<file path="config.mk">
export PLATFORM = sky130hd
export DESIGN_NAME = tcu_input_frame_buffer
export DESIGN_NICKNAME = d
export VERILOG_FILES = /design/src/rtl/tcu_input_frame_buffer.sv
export SDC_FILE = /design/constraint.sdc
export NUM_CORES = 1
export LEC_CHECK = 0
export BUFFER_PORTS_ARGS = -buffer_cell sky130_fd_sc_hd__buf_2
export CORE_UTILIZATION = 44
export CTS_CLUSTER_DIAMETER = 100
export DETAILED_ROUTE_END_ITERATION = 8
export PLACE_DENSITY = 0.65
export SLEW_MARGIN = 20
export SYNTH_ARGS = -nofsm -noshare
export SYNTH_HDL_FRONTEND = slang
export SYNTH_SLANG_ARGS = --single-unit
</file>
<file path="constraint.sdc">
create_clock -name clk -period 3.6 [get_ports clk]
set_clock_uncertainty 0.2 [all_clocks]
set_input_delay 0.36 -clock clk [delete_from_list [all_inputs] [get_ports clk]]
set_output_delay 0.36 -clock clk [all_outputs]
set_load 0.005 [all_outputs]
</file>
<file path="src/rtl/tcu_input_frame_buffer.sv">
// Serial-to-parallel input frame buffer in front of the TCU I/O controller.
// It fills a shadow frame one word at a time and copies it to the CUT inputs on load_input.
module tcu_input_frame_buffer #(
  parameter int DATA_W      = 8,
  parameter int DEPTH_INPUT = 48,
  parameter int CNT_W       = 6
) (
  input  logic                          clk,
  input  logic                          rst,
  input  logic                          val_input,
  input  logic [DATA_W-1:0]             data_in,
  input  logic                          re_i,
  input  logic                          load_input,
  input  logic                          clr_err,
  output logic                          in_ready,
  output logic [DATA_W*DEPTH_INPUT-1:0] cut_data,
  output logic                          cut_valid,
  output logic                          frame_full,
  output logic [CNT_W-1:0]              word_cnt,
  output logic                          last_word,
  output logic                          overrun
);

  // Handshake: a word moves only on a cycle with val_input && in_ready. in_ready
  // does not depend on val_input. If val_input is high while in_ready is low,
  // the word is dropped and the sticky overrun flag is set.

  typedef enum logic {FILL = 1'b0, FULL = 1'b1} state_t;

  localparam logic [CNT_W-1:0] LAST_SLOT = CNT_W'(DEPTH_INPUT - 1);

  state_t                          state, state_nxt;
  logic                            acc;
  logic                            last_hit;
  logic [DATA_W-1:0]               shadow [DEPTH_INPUT];
  logic [DATA_W*DEPTH_INPUT-1:0]   shadow_flat;

  // State register
  always_ff @(posedge clk or negedge rst) begin
    if (!rst) state <= FILL;
    else      state <= state_nxt;
  end

  // Next-state logic
  always_comb begin
    state_nxt = state;
    case (state)
      FILL: if (last_hit)   state_nxt = FULL;
      FULL: if (load_input) state_nxt = FILL;
      default:              state_nxt = FILL;
    endcase
  end

  // Output / handshake decode
  always_comb begin
    in_ready = re_i && ((state == FILL) || load_input);
    acc      = val_input && in_ready;
    last_hit = acc && (state == FILL) && (word_cnt == LAST_SLOT);
  end

  assign frame_full = (state == FULL);

  always_comb begin
    shadow_flat = '0;
    for (int k = 0; k < DEPTH_INPUT; k++) begin
      shadow_flat[k*DATA_W +: DATA_W] = shadow[k];
    end
  end

  // Slot counter wraps after the last word. In FULL it is already 0, so a word
  // accepted together with load_input lands in slot 0.
  always_ff @(posedge clk or negedge rst) begin
    if (!rst) begin
      word_cnt  <= '0;
      last_word <= 1'b0;
    end else begin
      last_word <= last_hit;
      if (acc) word_cnt <= (word_cnt == LAST_SLOT) ? '0 : word_cnt + CNT_W'(1);
    end
  end

  always_ff @(posedge clk or negedge rst) begin
    if (!rst) begin
      for (int k = 0; k < DEPTH_INPUT; k++) shadow[k] <= '0;
    end else if (acc) begin
      shadow[word_cnt] <= data_in;
    end
  end

  // The transfer samples the pre-edge shadow, so a same-cycle slot-0 write is
  // not part of the copied frame.
  always_ff @(posedge clk or negedge rst) begin
    if (!rst) begin
      cut_data  <= '0;
      cut_valid <= 1'b0;
    end else if (load_input) begin
      cut_data  <= shadow_flat;
      cut_valid <= 1'b1;
    end
  end

  always_ff @(posedge clk or negedge rst) begin
    if (!rst)                        overrun <= 1'b0;
    else if (val_input && !in_ready) overrun <= 1'b1;
    else if (clr_err)                overrun <= 1'b0;
  end

endmodule

</file>
Word level (Yosys, flattened, before mapping) --
Index checks and enable logic that the tools add are counted.
Word-level totals: output and inout port bits 395, bits of input ports 14, logic and storage cells 78, register bits after elaboration 778
Operators by class: order comparisons 2, equal/unequal tests 1, add/sub/neg operators 1, mux-type cells 9, reduce and logical (&&, ||, !) cells 9, bitwise logic cells 2
Operators by type and width (number):
- $bwmux 384 | 1
- $demux 8 s6 | 1
- $mux 8 | 1
- $ge 7x7->1 const B | 1
- $lt 7x1->1 const B | 1
- $not 6->7 | 1
- $add 6x1->6 const B | 1
- $eq 6x6->1 const B | 1
- $logic_and 1x1->1 | 6
- $mux 6 | 1
- $mux 1 | 4
- $pmux 1 s2 | 1
- $reduce_bool 2->1 | 1
- $logic_not 1->1 | 1
- $logic_or 1x1->1 | 1
- $not 1->1 | 1

Depth between registers and ports, before layout --
word-level depth 8, gate-level depth with buffers 6, gate-level depth less buffers 4

Worst setup path after synthesis --
Ideal clock, no wire load.
kind in2reg, start in load_input, end reg shadow[152] in the netlist's numbering, path buffers 2, arrival time 1.746 ns, data required time 3.275 ns, path slack 1.530 ns, setup time 0.125 ns, stages on the path 6, cell sequence buf_2 > nand2b_1 > buf_6 > nand4b_2 > nor2_2 > mux2_2
On the way: cells in the longest elaborated chain, start to end 3
RTL lines:
- start: declaration | RTL line 13 | input logic load_input,
- $logic_or 1x1->1 | RTL line 56 | in_ready = re_i && ((state == FILL) || load_input);
- $logic_and 1x1->1 | RTL line 56
- $logic_and 1x1->1 | RTL line 57 | acc = val_input && in_ready;
- end signal: indexed assignment | RTL line 86 | shadow[word_cnt] <= data_in;
- end: declaration | RTL line 35 | logic [DATA_W-1:0] shadow [DEPTH_INPUT];
No other way between the ends. A chain may end at the register's enable or synchronous reset.

Worst setup path after layout --
start in load_input, end reg shadow[27] in the netlist's numbering
The elaborated chain is that of the path after synthesis.

==> run_results.csv <==
group,metric,value,unit
clock_tree,cts_inserted_buffers,81,
setup_path,critPathMaxFanout,23,
routing,dr.pass1.iters,4,
clock_tree,cts-root-buf,"clkbuf_16",
clock_tree,cts_max_level,3,
global_route,grt_pass1_vias,17590,
routing,ant_nets,0,
yosys,yosysWarningCount,0,
global_route,overflow,0,
setup_path,required,3.87,ns
yosys,synth_area_leaders,"dfrtp_1 (67%), mux2_2 (30%), nor2_2 (1.0%)",
final_layout,fillers,5315,
routing,routedWlPerCell,23.42,um
timing,rsz0062_at_grt,"false",
yosys,async_reset_ff_frac,1.000,
yosys,syn-num-nets,1753,
yosys,yosys.area.top_type_share,0.6683,
clock_tree,post-cts-setup-buffers,0,
setup_path,reg2reg_setup_slack,0.71,ns
placed_design,port_buffers,408,
setup_path,critPathLaunchType,"input port",
routing,vias,16200,
power,power_density,680.2,nW/um2
final_layout,stdcell_count,3094,
floorplanning,fp-row-count,93,
setup_path,cp_data_arrival_time,3.37,ns
timing,setup_violations,0,
routing,drt-met1-wl,31.33,mm
power,ir_drop,0.3783,mV
clock_tree,clk_latency,0.60,ns
setup_path,path_class,"in -> reg",
final_layout,multiInputGateArea,9286,um2
yosys,synthFlopType,"dfrtp_1",
routing,wl_met3,4.392,mm
final_layout,final_common_cell,"dfrtp_1",
min_path,hp-class,"in -> async",
routing,route.met2.wl,34.70,mm
timing,finalCritPeriodShare,0.8591,
routing,viasPerCell,5.234,
timing,slew_viol_final,0,
timing,hold_viol_final,0,
placed_design,dp.final_hpwl,45.38,mm
placed_design,placed_cells,2942,
floorplanning,coreArea,64930,um2
status,status,"finished clean",
timing,whs,0.2138,ns
floorplanning,die-height,259.3,um
yosys,yosys.cell_types.count,32,
setup_path,cp_slowest_cell,"nand4b_2",
timing,worst_pin_slew,1.062,ns
run,cap_viol_max_count,0,
power,total_power,23800,uW
floorplanning,die_w,259.3,um
routing,drt-initial-drc-count,857,
routing,wl,72.45,mm
clock_tree,cts_tree,"built",
floorplanning,dieArea,67240,um2
timing,slew_headroom,0.2923,
global_route,grt_use_total,0.2198,
clock_tree,cts.sinks,778,
timing,max_freq,323.4,MHz
placed_design,gp_congestion,0.7620,
power,power_leakage,0.01849,uW
setup_path,path_cells,"dlygate4sd3_1 > buf_8 > nand2b_1 > nand4b_2 > nor2_2 > mux2_2",
floorplanning,start_util,0.4486,
placed_design,pre_cts_slack,0.4456,ns
routing,drc,0,
yosys,synth_seq_cells,778,
final_layout,drive_gt1_frac,0.6236,
setup_path,critPathCaptureType,"flip-flop",
yosys,ys_seq_area_frac,0.6683,
timing,finalCriticalPeriod,3.093,ns
clock_tree,clock_path_buffers,3,
floorplanning,io_pins,409,
global_route,grt_max_degree,165,
routing,top_layer,"met4",
setup_path,cpPeakStageDelay,0.68,ns
timing,worst_slack,0.5074,ns
global_route,antenna_found_initial,2,
final_layout,area_growth,20.12,%
final_layout,final_cell_mix,"dfrtp_1 (778), mux2_2 (769), buf_2 (401)",
global_route,grt_pass1_wl,111.6,mm
timing,finalSetupTns,0,ns
final_layout,ff_latch_area,19470,um2
clock_tree,clk_pin_slew,0.06,ns
yosys,synth_edf_count,0,
yosys,syn-cell-area,29130,um2
yosys,syn_inst,1738,
final_layout,final_nets,2189,
yosys,syn_area_per_cell,16.76,um2
yosys,synth_top_area_cell,"dfrtp_1",
==> report_power, final <==
part           internal [uW]  switching [uW]
registers              10600            1030
logic                   2160            1740
clock network           4900            3360
total                  17700            6130
==> kinds of logic after synthesis <==
| family | count (synthesis) | share of synthesized area |
|---|---|---|
| flops | 778 | 0.6683 |
| mux | 770 | 0.2976 |
| buf+inv | 95 | 0.01289 |
| simple gates | 87 | 0.01929 |
| compound gates | 6 | 0.001160 |
| xor+xnor | 1 | 0.0003007 |
| fa+ha+maj | 1 | 0.0004294 |
==> per-stage QoR <==
stage | area, um2 | util
final | 34990 | 0.5389
after global routing | 34990 | 0.5388
after CTS | 34990 | 0.5388
after detailed placement | 32300 | 0.4974
after global placement | 32300 | 0.4974
after floorplan | 29130 | -
==> area by class of cell <==
class                           count  area share
Clock inverter                     29    0.008510
Timing Repair Buffer              445     0.07144
Clock buffer                      117     0.06726
Inverter                            3   0.0003218
Antenna cell                        2   0.0001430
Multi-Input combinational cell    865      0.2654
Sequential cell                   778      0.5564
Tap cell                          855     0.03057
==> worst paths after layout <==
check | endpoint | startpoint | cells after the start
max | shadow[27] | load_input | 6
max in group asynchronous | cut_data[360] | rst | 3
min | cut_data[299] | rst | 2
min reg2reg | cut_data[79] | shadow[311] | 1
max reg2reg | shadow[27] | frame_full | 4
min in group clk | shadow[30] | data_in[6] | 3
==> worst max-delay path: cells and delay by family <==
family | cells | cell delay [ns]
simple gates | 3 | 1.81
mux | 1 | 0.39
buf+inv | 2 | 0.79
==> per-layer routing <==
layer,vias up,track usage
met5,-,0
met4,0,0.07500
met3,116,0.05272
met2,371,0.3486
met1,8732,0.2967
li1,6976,-
==> state kept, by name, indices dropped and copies added, names as in the netlist <==
name / flops
cut_data: 384
shadow: 384
word_cnt: 6
cut_valid: 1
frame_full: 1
last_word: 1
overrun: 1
==> what timing repair did <==
action / in CTS / in global routing
gates resized for setup: 0 / 0
hold buffers: 4 / 0
endpoints found under the hold margin: 87 / 0
==> Yosys cell counts (2+ instances only) <==
cell type	number
buf_2	5
a21oi_1	2
nand4_2	3
inv_1	3
o21ai_0	2
nand2b_1	2
nand4_1	2
nor2_2	47
nand2_1	10
and2_1	3
nand4b_2	3
dfrtp_1	778
mux2_2	769
nor2_1	3
nand3_1	3
buf_1	8
nand3_2	2
or2_2	2
clkbuf_1	76
nor2b_1	3
Power figures use the tool's default switching activity.
